### config.mk
export PLATFORM = sky130hd
export DESIGN_NAME = regfile_write_scheduler_flat
export DESIGN_NICKNAME = d
export VERILOG_FILES = /design/src/rtl/regfile_write_scheduler_if.sv /design/src/rtl/regfile_write_scheduler.sv /design/src/flat_wrapper.sv
export SDC_FILE = /design/constraint.sdc
export NUM_CORES = 1
export LEC_CHECK = 0
export ABC_CLOCK_PERIOD_IN_PS = 4000
export CAP_MARGIN = 20
export CELL_PAD_IN_SITES_DETAIL_PLACEMENT = 0
export CELL_PAD_IN_SITES_GLOBAL_PLACEMENT = 1
export CORE_MARGIN = 2
export CORE_UTILIZATION = 33
export DETAILED_ROUTE_END_ITERATION = 16
export GPL_ROUTABILITY_DRIVEN = 0
export GPL_TIMING_DRIVEN = 0
export PLACE_DENSITY = 0.84
export SYNTH_ARGS = -nofsm -noshare
export SYNTH_HDL_FRONTEND = slang
export SYNTH_SLANG_ARGS = --single-unit
### constraint.sdc
create_clock -name clk -period 4 [get_ports clk]
set_input_delay 0.8 -clock clk [delete_from_list [all_inputs] [get_ports clk]]
set_output_delay 0.8 -clock clk [all_outputs]
set_load 0.005 [all_outputs]
### src/rtl/regfile_write_scheduler_if.sv
// ---------------------------------------------------------------------------
// regfile_write_scheduler_if : requester bus and register-file write ports
// Revision: 1.0
// ---------------------------------------------------------------------------
`default_nettype none

interface regfile_write_scheduler_if #(
  parameter int DATA_W = 8,
  parameter int ADDR_W = 5,
  parameter int CNT_W  = 8
);
  logic [2:0]          req_valid;
  logic [3*ADDR_W-1:0] req_rd;
  logic [3*DATA_W-1:0] req_data;
  logic [2:0]          req_ready;
  logic                wr1_en;
  logic [ADDR_W-1:0]   wr1_rd;
  logic [DATA_W-1:0]   wr1_data;
  logic                wr2_en;
  logic [ADDR_W-1:0]   wr2_rd;
  logic [DATA_W-1:0]   wr2_data;
  logic [1:0]          rr_ptr;
  logic [CNT_W-1:0]    conflict_cnt;

  modport master (
    output req_valid, req_rd, req_data,
    input  req_ready, wr1_en, wr1_rd, wr1_data,
    input  wr2_en, wr2_rd, wr2_data, rr_ptr, conflict_cnt
  );

  modport slave (
    input  req_valid, req_rd, req_data,
    output req_ready, wr1_en, wr1_rd, wr1_data,
    output wr2_en, wr2_rd, wr2_data, rr_ptr, conflict_cnt
  );
endinterface

`default_nettype wire

### src/rtl/regfile_write_scheduler.sv
// ---------------------------------------------------------------------------
// regfile_write_scheduler : round-robin arbiter of 3 writeback sources onto 2 RF write ports
// Revision: 1.0
// ---------------------------------------------------------------------------
`default_nettype none

module regfile_write_scheduler #(
  parameter int DATA_W = 8,
  parameter int ADDR_W = 5,
  parameter int CNT_W  = 8
) (
  input  logic clk,
  input  logic reset,
  regfile_write_scheduler_if.slave bus
);

  logic [ADDR_W-1:0] w_rd   [3];
  logic [DATA_W-1:0] w_data [3];

  for (genvar gi = 0; gi < 3; gi++) begin : g_unpack
    assign w_rd[gi]   = bus.req_rd[gi*ADDR_W +: ADDR_W];
    assign w_data[gi] = bus.req_data[gi*DATA_W +: DATA_W];
  end

  logic [1:0]        ptr_q, ptr_d;
  logic [CNT_W-1:0]  cnt_q, cnt_d;
  logic              wr1_en_q, wr1_en_d, wr2_en_q, wr2_en_d;
  logic [ADDR_W-1:0] wr1_rd_q, wr1_rd_d, wr2_rd_q, wr2_rd_d;
  logic [DATA_W-1:0] wr1_data_q, wr1_data_d, wr2_data_q, wr2_data_d;

  logic       w_a_vld, w_b_vld, w_stall;
  logic [1:0] w_a_idx, w_b_idx, w_last;
  logic [2:0] w_ready;

  function automatic logic [1:0] wrap3(input logic [2:0] v);
    logic [2:0] t;
    t = (v >= 3'd3) ? v - 3'd3 : v;
    return t[1:0];
  endfunction

  // Scan from the pointer; later requesters sharing A's rd are stalled, not granted.
  always_comb begin
    logic [1:0] idx;
    idx     = '0;
    w_a_vld = 1'b0;
    w_a_idx = '0;
    w_b_vld = 1'b0;
    w_b_idx = '0;
    w_stall = 1'b0;
    for (int k = 0; k < 3; k++) begin
      idx = wrap3({1'b0, ptr_q} + 3'(k));
      if (bus.req_valid[idx] && (w_rd[idx] != '0)) begin
        if (!w_a_vld) begin
          w_a_vld = 1'b1;
          w_a_idx = idx;
        end else if (w_rd[idx] == w_rd[w_a_idx]) begin
          w_stall = 1'b1;
        end else if (!w_b_vld) begin
          w_b_vld = 1'b1;
          w_b_idx = idx;
        end
      end
    end
  end

  // Writes to r0 are swallowed immediately and never touch a port or the pointer.
  always_comb begin
    w_ready = '0;
    for (int k = 0; k < 3; k++) begin
      if (bus.req_valid[k] && (w_rd[k] == '0)) begin
        w_ready[k] = 1'b1;
      end
    end
    if (w_a_vld) w_ready[w_a_idx] = 1'b1;
    if (w_b_vld) w_ready[w_b_idx] = 1'b1;
  end

  always_comb begin
    w_last     = w_b_vld ? w_b_idx : w_a_idx;
    ptr_d      = ptr_q;
    if (w_a_vld) begin
      ptr_d = (w_last == 2'd2) ? 2'd0 : w_last + 2'd1;
    end
    cnt_d      = (w_stall && (cnt_q != '1)) ? cnt_q + CNT_W'(1) : cnt_q;
    wr1_en_d   = w_a_vld;
    wr1_rd_d   = w_a_vld ? w_rd[w_a_idx]   : wr1_rd_q;
    wr1_data_d = w_a_vld ? w_data[w_a_idx] : wr1_data_q;
    wr2_en_d   = w_b_vld;
    wr2_rd_d   = w_b_vld ? w_rd[w_b_idx]   : wr2_rd_q;
    wr2_data_d = w_b_vld ? w_data[w_b_idx] : wr2_data_q;
  end

  always_ff @(posedge clk or posedge reset) begin
    if (reset) begin
      ptr_q      <= '0;
      cnt_q      <= '0;
      wr1_en_q   <= 1'b0;
      wr1_rd_q   <= '0;
      wr1_data_q <= '0;
      wr2_en_q   <= 1'b0;
      wr2_rd_q   <= '0;
      wr2_data_q <= '0;
    end else begin
      ptr_q      <= ptr_d;
      cnt_q      <= cnt_d;
      wr1_en_q   <= wr1_en_d;
      wr1_rd_q   <= wr1_rd_d;
      wr1_data_q <= wr1_data_d;
      wr2_en_q   <= wr2_en_d;
      wr2_rd_q   <= wr2_rd_d;
      wr2_data_q <= wr2_data_d;
    end
  end

  assign bus.req_ready    = w_ready;
  assign bus.wr1_en       = wr1_en_q;
  assign bus.wr1_rd       = wr1_rd_q;
  assign bus.wr1_data     = wr1_data_q;
  assign bus.wr2_en       = wr2_en_q;
  assign bus.wr2_rd       = wr2_rd_q;
  assign bus.wr2_data     = wr2_data_q;
  assign bus.rr_ptr       = ptr_q;
  assign bus.conflict_cnt = cnt_q;

endmodule

`default_nettype wire

### src/flat_wrapper.sv
// flat-port wrapper written by rule: the top's interface ports become plain ports
module regfile_write_scheduler_flat 
#(
  parameter int DATA_W = 8,
  parameter int ADDR_W = 5,
  parameter int CNT_W  = 8
)
  (clk, reset, bus_req_valid, bus_req_rd, bus_req_data, bus_req_ready, bus_wr1_en, bus_wr1_rd, bus_wr1_data, bus_wr2_en, bus_wr2_rd, bus_wr2_data, bus_rr_ptr, bus_conflict_cnt);
  regfile_write_scheduler_if #(.DATA_W(DATA_W), .ADDR_W(ADDR_W), .CNT_W(CNT_W)) bus_i ();
  input  logic clk;
  input  logic reset;
  input wire logic [$bits(bus_i.req_valid)-1:0] bus_req_valid;
  input wire logic [$bits(bus_i.req_rd)-1:0] bus_req_rd;
  input wire logic [$bits(bus_i.req_data)-1:0] bus_req_data;
  output wire logic [$bits(bus_i.req_ready)-1:0] bus_req_ready;
  output wire logic [$bits(bus_i.wr1_en)-1:0] bus_wr1_en;
  output wire logic [$bits(bus_i.wr1_rd)-1:0] bus_wr1_rd;
  output wire logic [$bits(bus_i.wr1_data)-1:0] bus_wr1_data;
  output wire logic [$bits(bus_i.wr2_en)-1:0] bus_wr2_en;
  output wire logic [$bits(bus_i.wr2_rd)-1:0] bus_wr2_rd;
  output wire logic [$bits(bus_i.wr2_data)-1:0] bus_wr2_data;
  output wire logic [$bits(bus_i.rr_ptr)-1:0] bus_rr_ptr;
  output wire logic [$bits(bus_i.conflict_cnt)-1:0] bus_conflict_cnt;
  assign bus_i.req_valid = bus_req_valid;
  assign bus_i.req_rd = bus_req_rd;
  assign bus_i.req_data = bus_req_data;
  assign bus_req_ready = bus_i.req_ready;
  assign bus_wr1_en = bus_i.wr1_en;
  assign bus_wr1_rd = bus_i.wr1_rd;
  assign bus_wr1_data = bus_i.wr1_data;
  assign bus_wr2_en = bus_i.wr2_en;
  assign bus_wr2_rd = bus_i.wr2_rd;
  assign bus_wr2_data = bus_i.wr2_data;
  assign bus_rr_ptr = bus_i.rr_ptr;
  assign bus_conflict_cnt = bus_i.conflict_cnt;
  regfile_write_scheduler #(.DATA_W(DATA_W), .ADDR_W(ADDR_W), .CNT_W(CNT_W)) u_core (.clk(clk), .reset(reset), .bus(bus_i));
endmodule
Word level (Yosys, flattened, before mapping)
Index checks and enable logic that the tools add are counted.
W data, S select, Z words.

storage, ports and cells
  output and inout bits = 41
  input bits = 44
  register bits after elaboration = 38
  word-level logic and storage cells = 134

operators by class
  reductions and logical operators = 15
  order comparisons = 17
  eq/ne operators = 4
  add/sub/neg operators = 7
  mux-type cells = 74
  bitwise operators = 9

operator list
  operator               count
  $bmux W5 S2            7
  $mux W5                14
  $mux W2                17
  $bmux W8 S2            2
  $mux W8                4
  $mux W1                23
  $ge A3 B3 Y1 const B   7
  $not A2 Y3             7
  $logic_not A5 Y1       3
  $lt A2 B3 Y1 const B   5
  $reduce_bool A5 Y1     3
  $eq A5 B5 Y1           2
  $logic_and A1 B1 Y1    9
  $add A8 B1 Y8 const B  1
  $ne A8 B8 Y1 const B   1
  $bmux W1 S2            3
  $ge A3 B2 Y1 const B   2
  $mux W3                2
  $or A3 B3 Y3           2
  $sub A2 B2 Y2 const B  3
  $demux W1 S2           2
  $ge A2 B1 Y1 const B   2
  $add A2 B1 Y3 const B  1
  $add A2 B2 Y3 const B  1
  other kinds (3)        3

Longest topological paths before layout
  depth after elaboration = 27
  depth in mapped cells = 16
  depth with buffers taken out = 13

Least setup slack after synthesis
OpenSTA, ideal clock, no wires.

  kind = input to output
  start = in bus_req_rd[7]
  end = out bus_req_ready[1]
  cell stages on the path = 11
  path slack = -266 ps
  buffers on the path = 1
  arrival time = 3,466 ps
  required time = 3,200 ps
  cells stage by stage = buf_2 nor4_4 a211oi_1 o31a_1 a21oi_4 mux2_4 a211o_1 a41oi_4 a211oi_4 a22o_1 a311o_1

on the way
  cells in the longest elaborated chain, start to end = 24
  elaborated cells between the ends (all ways) = 63
  those cells by class = order compare: 4; eq/ne: 2; mux: 43; bitwise: 4; reduce/logical: 10

ends and longest elaborated chain
  item                                                                RTL line                       source
  from (decl)                                                         flat_wrapper.sv:13             input wire logic [$bits(bus_i.req_rd)-1:0] bus_req_rd;
  $bmux W5 S2                                                         regfile_write_scheduler.sv:52  if (bus.req_valid[idx] && (w_rd[idx] != '0)) begin
  $mux W5 (2 in a row)                                                --
  $reduce_bool A5 Y1                                                  regfile_write_scheduler.sv:52
  $logic_and A1 B1 Y1                                                 regfile_write_scheduler.sv:52
  $mux W2                                                             regfile_write_scheduler.sv:52
  $not A2 Y3 (implied by the code)                                    regfile_write_scheduler.sv:56  end else if (w_rd[idx] == w_rd[w_a_idx]) begin
  $bmux W5 S2                                                         regfile_write_scheduler.sv:56
  $mux W5 (implied by the code) (2 in a row)                          regfile_write_scheduler.sv:56
  [... 6 more ...]                                                    --
  $mux W2                                                             regfile_write_scheduler.sv:53  if (!w_a_vld) begin
  $mux W2                                                             regfile_write_scheduler.sv:52
  $lt A2 B3 Y1 (implied by the code) or $ge A2 B1 Y1 (tied branches)  regfile_write_scheduler.sv:75  if (w_b_vld) w_ready[w_b_idx] = 1'b1;
  $logic_and A1 B1 Y1 (implied by the code)                           regfile_write_scheduler.sv:75
  $mux W1 (implied by the code)                                       regfile_write_scheduler.sv:75
  $demux W1 S2                                                        --
  $or A3 B3 Y3 (no line)                                              --
  $mux W3 (*)                                                         regfile_write_scheduler.sv:75
  to (decl)                                                           flat_wrapper.sv:15             output wire logic [$bits(bus_i.req_ready)-1:0] bus_req_ready;

Mark *: on every way between the ends. The rest lies on a longest branch, timed or not. The select of a mux whose other input is x is not followed.

Final worst setup path
  start = in bus_req_rd[1]
  end = out bus_req_ready[1]

Same word-level chain as after synthesis.

==> results.yml <==
power:
  power_frac_comb: 0.799
  fin_total_pwr_mw: 4.851
  powerDensity_nw_per_um2: 1011
  ir_drop_v: 0.0004739
  power_frac_clock: 0.058
  p_leak_nw: 1.934
  p_int_mw: 2.548
  power_frac_seq: 0.143
  power_switching_mw: 2.304
  p_sw_frac: 0.4749
status:
  status: "finished, violations left"
  violations: "negative setup slack"
synth:
  synth_cell_type_count: 72
  yosysSeqAreaShare: 0.2977
  yosysTopAreaCell: "dfrtp_1"
  synth_top_cell_area_share: 0.2977
  async_reset_ff_frac: 1.000
  yosys_warnings: 0
  synthTopCellsByArea: "dfrtp_1 (30%), a222oi_1 (7.2%), mux2i_1 (5.6%), nand2_1 (5.1%), a32oi_1 (3.6%)"
  syn_inst: 351
  synth_ff_type: "dfrtp_1"
  synth_area_um2: 3194
  syn_nets: 399
  synth-seq-cells: 38
  syn_area_per_cell_um2: 9.101
  synth_enable_flop_cells: 0
sta:
  worstMarginPinSlew_ns: 0.7990
  rsz0062_at_grt: "true"
  period_share: 1.128
  fin_crit_ns: 4.510
  timing_hold_violations_final: 0
  max_freq_mhz: 221.7
  skew_ns: 0.01229
  max_slew_margin: 0.4666
  setup_ws_ns: -0.5103
  fin_worst_hold_slack_ns: 0.4872
  tns_ns: -1.260
  setup_viol_count_final: 3
  drv_slew: 0
global_routing:
  antenna_found_initial: 0
  grt_max_degree: 39
  grt_pass1_vias: 3458
  grt_usage: 0.2168
  overflow: 0
  grt_first_pass_wirelength_mm: 17.77
finish:
  diodes: 0
  final_area_um2: 4797
  layout_common_cells: "clkdlybuf4s50_1 (63), nand2_1 (43), dfrtp_1 (37), buf_4 (33), a222oi_1 (23)"
  syn2layout_area_growth_pct: 50.18
  fin_cells: 597
  fin_util: 0.5143
  nets: 515
  mostFrequentLayoutCell: "clkdlybuf4s50_1"
  drive_above_1_share: 0.2821
  nFillCells: 866
worst_setup_path:
  crit_type: "in2out"
  r2r_setup_slack_ns: 0.14
  cp-end-kind: "output pin"
  crit_fanout: 9
  worstPathArrival_ns: 3.71
  start_kind: "input pin"
  worstPathRequired_ns: 3.20
drt:
  vias_per_cell: 5.931
  avgRoutedWirePerCell_um: 19.55
  dr.pass1.iters: 8
  final_antenna_net_count: 0
  wl_mm: 11.67
  drc_errors: 0
  drtIter0Drc: 384
  vias: 3541
cts:
  cts-root-buf: "clkbuf_8"
  clockBufferDepth: 2
  clkLatencyLatePin_ns: 0.30
  clkSinkCount: 38
  clk_pin_slew_ns: 0.08
  cts_htree_levels: 2
  cts_tree: "yes"
  ctsHoldBuffers: 0
  numCtsBuffers: 5
place:
  dp_hpwl_mm: 7.879
  dp_slack_ns: -1.695
  place_area_um2: 4144
  io_buffers: 76
  placedCellCount: 556
hold_path:
  hold_class: "reg2reg"
die:
  core_um2: 9328
  start_util: 0.3425
  die_y_um: 102.4
  ioPinCount: 85
  dieWidth_um: 102.4
  placementRows: 35
  dieArea_um2: 10480
job:
  max_cap_viol_count: 0
==> routing by layer <==
metal,part of all wire,up-vias,GRT usage
met4,0.027,0,0.08205
met1,0.42,1719,0.2817
met3,0.071,28,0.03146
met2,0.48,188,0.3654
li1,-,1606,-
met5,0,-,0
==> cells by family after synthesis <==
| family | after synthesis | share of synthesized area |
|---|---|---|
| flops | 38 | 0.2977 |
| xor+xnor | 14 | 0.03839 |
| buf+inv | 53 | 0.07599 |
| simple gates | 101 | 0.1645 |
| compound gates | 119 | 0.3361 |
| fa+ha+maj | 4 | 0.01567 |
| mux | 22 | 0.07168 |
==> power by group through the flow <==
| stage | combinational, mW | sequential, mW | clock, mW |
|---|---|---|---|
| global route | 4.15 | 0.715 | 0.304 |
| floorplan | 2.04 | 0.694 | 0 |
| finish | 3.88 | 0.693 | 0.283 |
| global placement | 3.00 | 0.699 | 0 |
| CTS | 3.61 | 0.690 | 0.291 |
| detailed placement | 3.06 | 0.698 | 0 |
==> worst max-delay path: stages <==
cell and delay, ns:
buf_2 0.16, or4_4 0.59, nor3_4 0.15, o41a_4 0.19, o2111ai_4 0.14, and2_4 0.23
a211o_1 0.34, a41oi_4 0.22, a211oi_4 0.10, buf_4 0.15, a22o_4 0.22, a311o_1 0.28
buf_2 0.13
==> flip-flops by register name, summed over array words and instances (netlist names) <==
register	cells
u_core.bus.wr2_en	1
u_core.bus.wr1_rd	5
u_core.bus.wr2_rd	5
u_core.bus.wr2_data	8
u_core.bus.rr_ptr	2
u_core.bus.wr1_data	8
u_core.bus.conflict_cnt	8
u_core.bus.wr1_en	1
==> final cells by class <==
cell class	count	area, um2	share of cell area
Multi-Input combinational cell	260	2305	0.4804
Timing Repair Buffer	115	1040	0.2167
Sequential cell	38	952.2	0.1985
Tap cell	129	161.4	0.03365
Buffer	22	150.1	0.03130
Inverter	25	93.84	0.01956
Clock buffer	6	82.58	0.01721
Clock inverter	2	12.51	0.002608
==> path summary, 6_finish.rpt <==
check                           cells after the start                       start                          to
worst min-delay path                                1  u_core.bus.conflict_cnt[5]  u_core.bus.conflict_cnt[5]
worst max-delay path                               13               bus_req_rd[1]            bus_req_ready[1]
worst min register to register                      1  u_core.bus.conflict_cnt[5]  u_core.bus.conflict_cnt[5]
min in group asynchronous                           2                       reset      u_core.bus.wr2_data[1]
worst max register to register                     17        u_core.bus.rr_ptr[1]      u_core.bus.wr2_data[7]
max in group asynchronous                           2                       reset        u_core.bus.rr_ptr[1]
==> timing repair <==
action                                  CTS  global route
resized for setup                        92            31
endpoints found under the setup margin   21             5
buffers inserted                         28            11
pin swaps                                19            15
==> synth_stat cells, types with 4 or more instances <==
cell,n
nand2_1,43
dfrtp_1,38
inv_1,24
a222oi_1,23
nor2_1,19
mux2i_1,18
o211ai_1,15
a32oi_1,13
clkbuf_1,12
buf_2,10
xnor2_1,9
o22ai_1,7
a31oi_1,6
a22oi_1,5
nor3_1,5
xor2_1,5
a211oi_1,4
buf_6,4
ha_1,4
nand4_1,4
o21ai_1,4
o2bb2ai_1,4
Note: power is estimated with default switching activity, not from simulation.
